--- src/rtl/datapath_arbiter_pkg.sv ---
// Shared types for the datapath arbiter slice: opcode, in-flight tag and FSM state encodings.
package datapath_pkg;

   localparam int OPCODE_W = 3;
   localparam int ID_W     = 3;

   typedef logic [OPCODE_W-1:0] opcode_t;

   typedef struct packed {
      logic            valid;
      logic [ID_W-1:0] id;
   } tag_t;

   typedef logic [1:0] state_t;

   localparam state_t ST_RUN   = 2'd0;
   localparam state_t ST_DRAIN = 2'd1;
   localparam state_t ST_HELD  = 2'd2;

endpackage

--- src/rtl/datapath_arbiter_rr.sv ---
// Combinational round-robin picker: first eligible requester at or after ptr wins.
module rr_arbiter #(
   parameter int NREQ = 4,
   parameter int PW   = 2
) (
   input  logic [NREQ-1:0] eligible,
   input  logic [PW-1:0]   ptr,
   output logic [NREQ-1:0] grant,
   output logic [PW-1:0]   next_ptr
);

   localparam int unsigned NREQ_U = NREQ;

   logic        found;
   int unsigned idx;

   always_comb begin
      grant    = '0;
      next_ptr = ptr;
      found    = 1'b0;
      idx      = 0;
      for (int unsigned off = 0; off < NREQ_U; off++) begin
         idx = (32'(ptr) + off) % NREQ_U;
         if (!found && eligible[idx]) begin
            found      = 1'b1;
            grant[idx] = 1'b1;
            next_ptr   = PW'((idx + 1) % NREQ_U);
         end
      end
   end

endmodule

--- src/rtl/datapath_arbiter.sv ---
// Round-robin sharing of one pipelined datapath among NREQ requesters, with hold/drain control.
// Optional performance counters are built when DATAPATH_ARB_PERF_EN is defined.
module datapath_arbiter
   import datapath_pkg::*;
#(
   parameter int N    = 16,
   parameter int PIPE = 2,
   parameter int NREQ = 4
) (
   input  logic                 clk,
   input  logic                 rst,
   input  logic [NREQ-1:0]      req_valid,
   output logic [NREQ-1:0]      req_ready,
   input  logic [NREQ*N-1:0]    req_a,
   input  logic [NREQ*N-1:0]    req_b,
   input  logic [NREQ*3-1:0]    req_op,
   output logic [N-1:0]         dp_a,
   output logic [N-1:0]         dp_b,
   output logic [2:0]           dp_op,
   input  logic [N-1:0]         dp_y,
   input  logic                 dp_co,
   output logic [NREQ-1:0]      rsp_valid,
   output logic [N-1:0]         rsp_y,
   output logic                 rsp_co,
   input  logic                 hold,
   output logic                 hold_ack
`ifdef DATAPATH_ARB_PERF_EN
   ,
   output logic [31:0]          perf_issue_cnt,
   output logic [31:0]          perf_busy_cnt
`endif
);

   localparam int PW    = (NREQ > 1) ? $clog2(NREQ) : 1;
   localparam int DEPTH = PIPE + 1;
   localparam int unsigned NREQ_U  = NREQ;
   localparam int unsigned DEPTH_U = DEPTH;

   state_t            state_q, state_d;
   logic [PW-1:0]     rr_ptr_q, rr_ptr_d;
   logic [NREQ-1:0]   out_q, out_d;
   logic [NREQ-1:0]   rsp_valid_q, rsp_valid_d;
   logic [N-1:0]      dp_a_q, dp_a_d, dp_b_q, dp_b_d;
   opcode_t           dp_op_q, dp_op_d;
   logic [N-1:0]      rsp_y_q, rsp_y_d;
   logic              rsp_co_q, rsp_co_d;
   tag_t              issue_tag_q, issue_tag_d;
   tag_t [DEPTH-1:0]  tag_q, tag_d;

   logic [NREQ-1:0]   eligible, grant;
   logic              grant_any, pipe_busy;
   logic [ID_W-1:0]   grant_id;
   logic [N-1:0]      sel_a, sel_b;
   opcode_t           sel_op;

   // Response for the tag at the end of the pipeline; its clear is visible to eligibility
   // in the same cycle so a requester can be re-granted on its response edge.
   always_comb begin
      rsp_valid_d = '0;
      for (int unsigned i = 0; i < NREQ_U; i++) begin
         rsp_valid_d[i] = tag_q[DEPTH-1].valid && (tag_q[DEPTH-1].id == ID_W'(i));
      end
      rsp_y_d  = tag_q[DEPTH-1].valid ? dp_y  : rsp_y_q;
      rsp_co_d = tag_q[DEPTH-1].valid ? dp_co : rsp_co_q;
   end

   always_comb begin
      eligible = '0;
      if (state_q == ST_RUN && !rst) begin
         eligible = req_valid & ~(out_q & ~rsp_valid_d);
      end
   end

   rr_arbiter #(
      .NREQ (NREQ),
      .PW   (PW)
   ) u_rr (
      .eligible (eligible),
      .ptr      (rr_ptr_q),
      .grant    (grant),
      .next_ptr (rr_ptr_d)
   );

   always_comb begin
      sel_a    = '0;
      sel_b    = '0;
      sel_op   = '0;
      grant_id = '0;
      for (int unsigned i = 0; i < NREQ_U; i++) begin
         if (grant[i]) begin
            sel_a    = req_a[i*N +: N];
            sel_b    = req_b[i*N +: N];
            sel_op   = req_op[i*3 +: 3];
            grant_id = ID_W'(i);
         end
      end
      grant_any = |grant;
   end

   // The issue tag travels with dp_*, then DEPTH stages align it with dp_y.
   always_comb begin
      out_d             = (out_q & ~rsp_valid_d) | grant;
      dp_a_d            = grant_any ? sel_a  : dp_a_q;
      dp_b_d            = grant_any ? sel_b  : dp_b_q;
      dp_op_d           = grant_any ? sel_op : dp_op_q;
      issue_tag_d.valid = grant_any;
      issue_tag_d.id    = grant_id;
      tag_d             = tag_q;
      tag_d[0]          = issue_tag_q;
      for (int unsigned i = 1; i < DEPTH_U; i++) begin
         tag_d[i] = tag_q[i-1];
      end
      pipe_busy = issue_tag_q.valid;
      for (int unsigned i = 0; i < DEPTH_U; i++) begin
         pipe_busy = pipe_busy | tag_q[i].valid;
      end
   end

   always_comb begin
      state_d = state_q;
      case (state_q)
         ST_RUN:   if (hold) state_d = ST_DRAIN;
         ST_DRAIN: begin
            if (!hold)          state_d = ST_RUN;
            else if (!pipe_busy) state_d = ST_HELD;
         end
         ST_HELD:  if (!hold) state_d = ST_RUN;
         default:  state_d = ST_RUN;
      endcase
   end

   always_ff @(posedge clk or posedge rst) begin
      if (rst) begin
         state_q     <= ST_RUN;
         rr_ptr_q    <= '0;
         out_q       <= '0;
         rsp_valid_q <= '0;
         rsp_y_q     <= '0;
         rsp_co_q    <= 1'b0;
         dp_a_q      <= '0;
         dp_b_q      <= '0;
         dp_op_q     <= '0;
         issue_tag_q <= '0;
         tag_q       <= '0;
      end else begin
         state_q     <= state_d;
         rr_ptr_q    <= rr_ptr_d;
         out_q       <= out_d;
         rsp_valid_q <= rsp_valid_d;
         rsp_y_q     <= rsp_y_d;
         rsp_co_q    <= rsp_co_d;
         dp_a_q      <= dp_a_d;
         dp_b_q      <= dp_b_d;
         dp_op_q     <= dp_op_d;
         issue_tag_q <= issue_tag_d;
         tag_q       <= tag_d;
      end
   end

   assign req_ready = grant;
   assign dp_a      = dp_a_q;
   assign dp_b      = dp_b_q;
   assign dp_op     = dp_op_q;
   assign rsp_valid = rsp_valid_q;
   assign rsp_y     = rsp_y_q;
   assign rsp_co    = rsp_co_q;
   assign hold_ack  = (state_q == ST_HELD);

`ifdef DATAPATH_ARB_PERF_EN
   logic [31:0] issue_cnt_q, issue_cnt_d, busy_cnt_q, busy_cnt_d;

   always_comb begin
      issue_cnt_d = issue_cnt_q + {31'd0, grant_any};
      busy_cnt_d  = busy_cnt_q + {31'd0, pipe_busy};
   end

   always_ff @(posedge clk or posedge rst) begin
      if (rst) begin
         issue_cnt_q <= '0;
         busy_cnt_q  <= '0;
      end else begin
         issue_cnt_q <= issue_cnt_d;
         busy_cnt_q  <= busy_cnt_d;
      end
   end

   assign perf_issue_cnt = issue_cnt_q;
   assign perf_busy_cnt  = busy_cnt_q;
`endif

endmodule

--- config.mk ---
export PLATFORM = sky130hd
export DESIGN_NAME = datapath_arbiter
export DESIGN_NICKNAME = d
export VERILOG_FILES = /design/src/rtl/datapath_arbiter_pkg.sv /design/src/rtl/datapath_arbiter_rr.sv /design/src/rtl/datapath_arbiter.sv
export SDC_FILE = /design/constraint.sdc
export NUM_CORES = 1
export LEC_CHECK = 0
export CORE_ASPECT_RATIO = 0.9
export CORE_UTILIZATION = 35
export DETAILED_ROUTE_END_ITERATION = 6
export PLACE_DENSITY = 0.69
export SYNTH_ARGS = -nofsm -noshare
export SYNTH_HDL_FRONTEND = slang
export SYNTH_SLANG_ARGS = --single-unit
--- constraint.sdc ---
create_clock -name clk -period 3.61 [get_ports clk]
set_input_delay 0.5415 -clock clk [delete_from_list [all_inputs] [get_ports clk]]
set_output_delay 0.5415 -clock clk [all_outputs]
set_load 0.1 [all_outputs]
Word-level counts from Yosys, hierarchy flattened

Cells that the tools add are included.

Latch bits: 0
Memory bits (read-only): 0
Memories: 0
Output and inout bits: 61
RAM bits: 0
Register bits after elaboration: 80
Bits of input ports: 164

Multipliers: 0
Div/mod/pow operators: 0
Bitwise logic cells: 11
Reduce and logical (&&, ||, !) cells: 21
Shift-type cells: 0
Equality and inequality tests: 8
Mux-type cells: 48
Order comparisons: 8
Add/sub/neg operators: 6

Operator list:

| kind                  | number |
|---|---|
| $mux W16              | 8 |
| $mux W4               | 5 |
| $mux W3               | 6 |
| $mux W2               | 8 |
| $or A4 B4 Y4          | 4 |
| $logic_and A1 B1 Y1   | 12 |
| $lt A2 B3 Y1 const B  | 4 |
| $mux W1               | 12 |
| $add A2 B1 Y2 const B | 4 |
| $and A4 B4 Y4         | 2 |
| $bmux W1 S2           | 4 |
| $demux W1 S2          | 4 |
| $ge A2 B1 Y1 const B  | 4 |
| $not A4 Y4            | 2 |
| $eq A3 B2 Y1 const B  | 2 |
| $pmux W2 S3           | 1 |
| $add A2 B2 Y2 const B | 2 |
| $logic_not A1 Y1      | 4 |
| $ne A2 B2 Y1 const B  | 2 |
| $reduce_bool A4 Y1    | 1 |
| $reduce_or A4 Y1      | 1 |
| $eq A3 B1 Y1 const B  | 1 |
| $logic_not A3 Y1      | 1 |
| $ne A3 B3 Y1 const B  | 1 |
| other kinds (5)       | 7 |

Depth between registers and ports, before layout

Gate-level depths: netlist of run 1.

Word-level depth: 23
Gate-level depth with buffers: 11
Depth with buffers taken out: 10

Hierarchy

From an unflattened synthesis of run 1, not the netlist that was laid out.

Cells, all modules: 378
Area total of the unflattened synthesis: 4087.7 um^2

Modules (own cells, without submodules):

| module           | times used | cells each | area an instance (um^2) |
|---|---|---|---|
| datapath_arbiter | 1          | 332        | 3669.8 |
| rr_arbiter       | 1          | 46         | 417.9 |

Worst setup path before layout of run 1

OpenSTA, ideal clock, no wires.

Path type: flip-flop to output port
Start point: register rr_ptr_q[0]
End point: output port req_ready[2]
Data required time: 3.069 ns
Slack: -0.078 ns
Cell stages (with the launch flop): 10
Data arrival time: 3.146 ns
Path through: dfrtp_1 inv_1 ha_1 o2111a_1 a41o_1 nor2_1 o211ai_2 and3_1 inv_2 clkbuf_1

Longest elaborated chain between the ends: 12
Elaborated cells between the ends (all ways): 47
Classes of those cells: add/sub (3); order compare (8); mux (23); bitwise (3); reduce/logical (10)

Ends and longest elaborated chain:

| what                                                  | RTL line                  | RTL |
|---|---|---|
| start: declaration                                    | datapath_arbiter.sv:40    | `logic [PW-1:0] rr_ptr_q, rr_ptr_d;` |
| start signal: assignment                              | datapath_arbiter.sv:147   | `rr_ptr_q <= rr_ptr_d;` |
| branches (longest 11 deep; another with $lt A2 B3 Y1) | --                        |  |
| $mux W4 (*)                                           | datapath_arbiter_rr.sv:24 | `if (!found && eligible[idx]) begin` |
| end: declaration                                      | datapath_arbiter.sv:13    | `output logic [NREQ-1:0] req_ready,` |

Every way passes the cells marked *. The select of a mux whose other input is x is not followed.

Worst setup path after layout of run 1

Start point: register rr_ptr_q[0]
End point: output port req_ready[1]

The elaborated chain is that of the path after synthesis.

==> results of run 1 <==
[path summary, 6_finish.rpt]
| kind | startpoint | end | slack [ns] | depth (start not counted) |
|---|---|---|---|---|
| setup reg to reg | rr_ptr_q[0]$_DFFE_PP0P_ | dp_a[11]$_DFFE_PP0P_ | 0.50 | 11 |
| setup / recovery | rr_ptr_q[0]$_DFFE_PP0P_ | req_ready[1] | 0.23 | 11 |
| hold reg to reg | issue_tag_q[0]$_DFF_PP0_ | tag_d[4]$_DFF_PP0_ | 0.35 | 0 |
| hold / removal | issue_tag_q[0]$_DFF_PP0_ | tag_d[4]$_DFF_PP0_ | 0.35 | 0 |
| max in group asynchronous | rst | dp_a[9]$_DFFE_PP0P_ | 2.36 | 3 |
| min in group asynchronous | rst | rsp_valid[0]$_DFF_PP0_ | 0.52 | 2 |
[worst max-delay path, delay by kind of cell, from the launching register on]
| family | cells | cell delay (ns) |
|---|---|---|
| simple gates | 2 | 0.39 |
| compound gates | 3 | 0.53 |
| buf+inv | 5 | 0.68 |
| flops | 1 | 0.46 |
| fa+ha+maj | 1 | 0.42 |
[metal layers]
layer	vias to the layer above	track usage, %	wire length (um)
met4	0	11.2	429
met1	2650	33.6	8020
li1	2493	-	-
met5	-	0	0
met3	35	7.57	1710
met2	325	41.4	8580
[layout make-up]
type	count	area share, %
clock inverter	6	0.832
inverter	49	2.37
sequential	76	24.4
tap	189	3.03
timing repair buffer	255	32.8
clock buffer	10	2.93
multi-input combinational	338	33.6
[power by group]
part / switching [mW] / internal [mW] / total [mW]
registers: 0.00575 / 0.854 / 0.860
logic: 0.0690 / 0.165 / 0.234
clock network: 0.365 / 0.535 / 0.900
[sequential cells by signal, summed over array words and instances (netlist names)]
name and cells:
tag_q 3, rsp_valid 4, issue_tag_q 3, dp_op 3, out_q 4, dp_b 16, state_q 2, dp_a 16
rsp_y 16, rr_ptr_q 2, tag_d 6, rsp_co 1
[kinds of logic (layout without fill, tap and decap cells)]
logic type | Yosys count | after routing | synth area share, %
buf+inv | 109 | 320 | 9.33
fa+ha+maj | 6 | 6 | 1.52
xor+xnor | 1 | 1 | 0.177
compound gates | 171 | 171 | 26.9
flops | 76 | 76 | 38.5
simple gates | 136 | 136 | 17.6
mux | 24 | 24 | 5.96
[per-stage QoR]
stage / TNS, ns / worst slack [ns]
final: 0 / 0.228
after global routing: 0 / 0.0459
after CTS: 0 / 0.0780
after detailed placement: -0.135 / -0.0743
after global placement: 0 / 0.0155
after floorplan: 0 / 0.415
[what timing repair did]
action | in CTS | in global routing
gates resized for setup | 1 | 3
setup endpoints to repair | 2 | 3
buffers inserted | 0 | 0
pin swaps | 0 | 1
endpoints found under the hold margin | 0 | 0
[layout by cell type (no fill, tap or decap), drive strengths merged, types with 2 or more instances in the layout]
cell type        n
clkdlybuf4s50  219
dfrtp           76
inv             48
nor2            40
nor4            37
a31oi           35
a311oi          35
o2111ai         35
nand4b          35
o22ai           35
buf             35
mux2            20
clkbuf          10
nand2            7
o21a             7
o21ai            7
ha               6
o211ai           6
and3             5
clkinv           5
mux2i            4
a32oi            3
and3b            2
nor3             2
a221oi           2
nand4            2
nor2b            2
a21oi            2
==> results.sh, run 1 <==
export IMPL_critical_path_endpoint_type="output port"
export IMPL_tightestPinTransition_ns=1.04
export IMPL_yosysMostFrequentCell="dfrtp_1"
export IMPL_slew_viol_final=0
export IMPL_multi_input_area_um2=2630
export IMPL_vias_per_cell=5.96
export IMPL_dpl_cell_area_um2=7510
export IMPL_yosysSeqAreaShare_pct=38.5
export IMPL_critPathMostFrequentCell="buf_4"
export IMPL_ys_async_sr_fraction_pct=100
export IMPL_grt_usage_pct=26.2
export IMPL_cp_slowest_stage_delay_ns=0.46
export IMPL_arrival_ns=2.84
export IMPL_grt_overflow=0
export IMPL_ioPinCount=225
export IMPL_yosys_cell_types_count=46
export IMPL_synth_area_per_cell_um2=9.44
export IMPL_cts_root_buf="clkbuf_16"
export IMPL_grt_antenna_before_repair=0
export IMPL_p_leak_nw=3.55
export IMPL_yosys_warnings=0
export IMPL_skew_ns=0.00680
export IMPL_routed_via_count=5503
export IMPL_grt_max_degree=75
export IMPL_cap_violations=0
export IMPL_fin_area_um2=7820
export IMPL_cts_tree="done"
export IMPL_layout_min_cycle_time_ns=3.38
export IMPL_seq_area_um2=1900
export IMPL_core_area_um2=13600
export IMPL_timing_fmax_ghz=0.296
export IMPL_relSlewSlack_pct=30.7
export IMPL_hpwlAfterDp_um=12700
export IMPL_finalSetupViolCount=0
export IMPL_clk_insertion_delay_late_ns=0.35
export IMPL_fill_cells=1181
export IMPL_synth_common_cells="dfrtp_1 (76), inv_1 (45), nor2_1 (40)"
export IMPL_netlist_area_um2=4940
export IMPL_cts_made_buffers=9
export IMPL_rows=40
export IMPL_nets=899
export IMPL_ctsHoldBuffers=0
export IMPL_htree_levels=3
export IMPL_wirelength_um=18700
export IMPL_grt_pass1_vias=5556
export IMPL_port_buffers=224
export IMPL_powerDensity_nw_per_um2=255
export IMPL_fp_dieH_um=115
export IMPL_crit_type="flop to output port"
export IMPL_yosysTopAreaCellShare_pct=38.5
export IMPL_final_core_util_pct=57.6
export IMPL_synth_edf_count=0
export IMPL_n_antenna_cell=0
export IMPL_synth_ff_type="dfrtp_1"
export IMPL_dr_pass1_iters=5
export IMPL_synthToLayoutAreaGrowth_pct=58.3
export IMPL_drt_iter0_drc=341
export IMPL_ir_drop_v=0.000208
export IMPL_fp_dieW_um=127
export IMPL_clk_pin_slew_ns=0.06
export IMPL_clock_sinks=76
export IMPL_ant_nets=0
export IMPL_place_inst=907
export IMPL_ys_ff_latch=76
export IMPL_clockBufferDepth=2
export IMPL_critPathSlowestCell="dfrtp_2"
export IMPL_grt_pass1_wl_um=29500
export IMPL_crit_fanout=6
export IMPL_route_detailed_drc=0
export IMPL_power_mw=1.99
export IMPL_crit_chain="inv_1, ha_1, o2111a_1, a41o_1, nor2_1, buf_4, o211ai_4, and3_2, inv_2, buf_4, buf_12"
export IMPL_drive_gt1_share_pct=12.9
export IMPL_fin_cells=923
export IMPL_start_util_pct=36.4
export IMPL_syn_num_nets=693
export IMPL_worstHoldPathType="flop to flop"
export IMPL_hold_viol_final=0
export IMPL_start_kind="flop"
export IMPL_synthTopCellsByArea="dfrtp_1 (39%), a311oi_1 (6.2%), nand4b_1 (6.2%)"
export IMPL_grt_setup_unrepaired="no"
export IMPL_routedWlPerCell_um=20.3
export IMPL_syn_inst=523
export IMPL_outcome="complete, no violations"
export IMPL_required_ns=3.07
export IMPL_hold_ws_ns=0.348
export IMPL_dieArea_um2=14600
export IMPL_finalCritPeriodShare_pct=93.7
export IMPL_gp_congestion=0.877
export IMPL_synth_largest_area_cell="dfrtp_1"
Note: power is estimated with default switching activity, not from simulation.
==> inputs of run 2 (changes only) <==
--- a/config.mk
+++ b/config.mk
@@ -5,10 +5,12 @@
 export SDC_FILE = /design/constraint.sdc
 export NUM_CORES = 1
 export LEC_CHECK = 0
+export ABC_AREA = 1
 export CORE_ASPECT_RATIO = 0.9
 export CORE_UTILIZATION = 35
 export DETAILED_ROUTE_END_ITERATION = 6
-export PLACE_DENSITY = 0.69
+export MAX_ROUTING_LAYER = met4
+export PLACE_DENSITY = 0.7
 export SYNTH_ARGS = -nofsm -noshare
 export SYNTH_HDL_FRONTEND = slang
 export SYNTH_SLANG_ARGS = --single-unit
==> results.sh, run 2 <==
export IMPL_reg2reg_from="rr_ptr_q[1]$_DFFE_PP0P_"
export IMPL_clock_sinks=76
export IMPL_synthToLayoutAreaGrowth_pct=57.5
export IMPL_n_antenna_cell=0
export IMPL_grt_overflow=0
export IMPL_required_ns=3.07
export IMPL_slew_viol_final=0
export IMPL_r2r_cells=14
export IMPL_dr_pass1_iters=4
export IMPL_layout_common_cells="clkdlybuf4s50_1 (220), nand3_1 (153), nand2_1 (140), nor2_1 (84), dfrtp_1 (76)"
export IMPL_htree_levels=3
export IMPL_powerDensity_nw_per_um2=285
export IMPL_p_leak_nw=3.74
export IMPL_fp_dieW_um=126
export IMPL_nets=1038
export IMPL_fin_area_um2=7620
export IMPL_cts_tree="done"
export IMPL_critical_path_endpoint_type="output port"
export IMPL_outcome="complete, no violations"
export IMPL_port_buffers=224
export IMPL_grt_setup_unrepaired="no"
export IMPL_start_util_pct=36.1
export IMPL_cts_resized=0
export IMPL_gp_congestion=0.859
export IMPL_dieArea_um2=14300
export IMPL_wl_met1_um=7350
export IMPL_cts_made_buffers=9
export IMPL_syn_num_nets=827
export IMPL_wirelength_um=16100
export IMPL_skew_ns=0.00853
export IMPL_vias_per_cell=4.89
export IMPL_grt_antenna_before_repair=0
export IMPL_tightestPinTransition_ns=1.02
export IMPL_drt_iter0_drc=246
export IMPL_finalCritPeriodShare_pct=89.2
export IMPL_syn_inst=657
export IMPL_synth_largest_area_cell="dfrtp_1"
export IMPL_crit_fanout=20
export IMPL_finalSetupViolCount=0
export IMPL_clk_insertion_delay_late_ns=0.34
export IMPL_worstHoldEndpoint="tag_d[5]$_DFF_PP0_"
export IMPL_r2r_end="dp_b[4]$_DFFE_PP0P_"
export IMPL_ant_nets=0
export IMPL_wl_met2_um=7790
export IMPL_rows=40
export IMPL_hold_path_depth=0
export IMPL_grt_pass1_wl_um=26500
export IMPL_routed_via_count=5095
export IMPL_synth_edf_count=0
export IMPL_grt_pass1_vias=5073
export IMPL_grt_max_degree=77
export IMPL_route_detailed_drc=0
export IMPL_cap_violations=0
export IMPL_reg2reg_slack_ns=0.75
export IMPL_yosysTopAreaCellShare_pct=39.3
export IMPL_relSlewSlack_pct=31.9
export IMPL_timing_fmax_ghz=0.310
export IMPL_yosysSeqAreaShare_pct=39.3
export IMPL_ioPinCount=225
export IMPL_clk_pin_slew_ns=0.06
export IMPL_core_area_um2=13400
export IMPL_layout_min_cycle_time_ns=3.22
export IMPL_ir_drop_v=0.000214
export IMPL_power_mw=2.17
export IMPL_fp_dieH_um=114
export IMPL_netlist_area_um2=4840
export IMPL_dpl_cell_area_um2=7270
export IMPL_layout_setup_ws_ns=0.389
export IMPL_cts_root_buf="clkbuf_16"
export IMPL_start_kind="flop"
export IMPL_place_inst=1025
export IMPL_hold_ws_ns=0.352
export IMPL_synth_ff_type="dfrtp_1"
export IMPL_final_common_cell="clkdlybuf4s50_1"
export IMPL_fin_cells=1041
export IMPL_ys_ff_latch=76
export IMPL_dr_max_layer_used="met4"
export IMPL_synth_area_per_cell_um2=7.37
export IMPL_routedWlPerCell_um=15.5
export IMPL_grt_usage_pct=24.3
export IMPL_clockBufferDepth=2
export IMPL_worstHoldPathType="flop to flop"
export IMPL_timing_setup_tns_ns=0
export IMPL_yosys_warnings=0
export IMPL_post_place_ws_ns=0.478
export IMPL_ys_async_sr_fraction_pct=100
export IMPL_yosysMostFrequentCell="nand3_1"
export IMPL_hold_start="issue_tag_q[1]$_DFF_PP0_"
export IMPL_crit_type="flop to output port"
export IMPL_drive_gt1_share_pct=10.5
export IMPL_yosys_cell_types_count=33
export IMPL_ctsHoldBuffers=0
export IMPL_arrival_ns=2.68
export IMPL_synth_common_cells="nand3_1 (153), nand2_1 (142), nor2_1 (84)"
export IMPL_synthTopCellsByArea="dfrtp_1 (39%), nand3_1 (16%), nand2_1 (11%)"
export IMPL_hold_viol_final=0
export IMPL_hpwlAfterDp_um=11600
export IMPL_post_cts_buffers=0
export IMPL_wl_met3_um=731
export IMPL_final_core_util_pct=56.8
run 2: changes by cell type after synthesis, sizes merged, moves of 26 or more:
cell | before | now
nand4b | 35 | 0
a311oi | 35 | 0
o22ai | 35 | 0
a31oi | 35 | 1
clkbuf | 29 | 3
nand2 | 7 | 151
nor4 | 37 | 1
nand3 | 0 | 165
o2111ai | 35 | 0
nor2 | 40 | 93
a21oi | 2 | 35
run 2: power by group:
part	total, mW	switching (mW)	internal (mW)	leakage [nW]
sequential	0.858	0.00270	0.855	1.04
clock	1.07	0.372	0.699	0.170
combinational	0.242	0.0726	0.170	2.53
run 2: critical path: stages, from the launching register on:
cell and delay [ns]:
dfrtp_1 0.50, inv_1 0.19, ha_1 0.38, inv_1 0.15, nand3_1 0.10, nand2_2 0.17
nand3_4 0.14, nor2_4 0.16, nor2_8 0.06, nand2_4 0.25, buf_12 0.22
run 2: logic make-up after synthesis:
logic type | synth area share [%]
buffers and inverters | 9.59
multiplexers | 3.95
AND/OR/NAND/NOR | 40.8
flip-flops | 39.3
AO/OA/AOI/OAI | 4.83
adder cells (fa/ha/maj) | 1.55
run 2: layout make-up:
type                    count  area [um^2]
flip-flops and latches     76         1900
well taps                 168          210
clock inverters             5          108
multi-input cells         481         2490
repair buffers            239         2430
clock buffers              11          243
inverters                  61          235
fillers                  1252         5790
run 2: worst max path at each step:
stage,startpoint,end,cells after the start
final,rr_ptr_q[1]$_DFFE_PP0P_,req_ready[1],10
after global routing,rr_ptr_q[0]$_DFFE_PP0P_,req_ready[1],10
after CTS,rr_ptr_q[1]$_DFFE_PP0P_,req_ready[1],10
after floorplan,rst,req_ready[1],12
after detailed placement,rst,dp_a[13]$_DFFE_PP0P_,15
after global placement,rst,req_ready[1],13
run 2: metal layers:
layer,vias up,GRT usage (%)
li1,2555,-
met3,20,3.42
met4,0,7.07
met2,148,38.8
met5,-,-
met1,2372,32.2
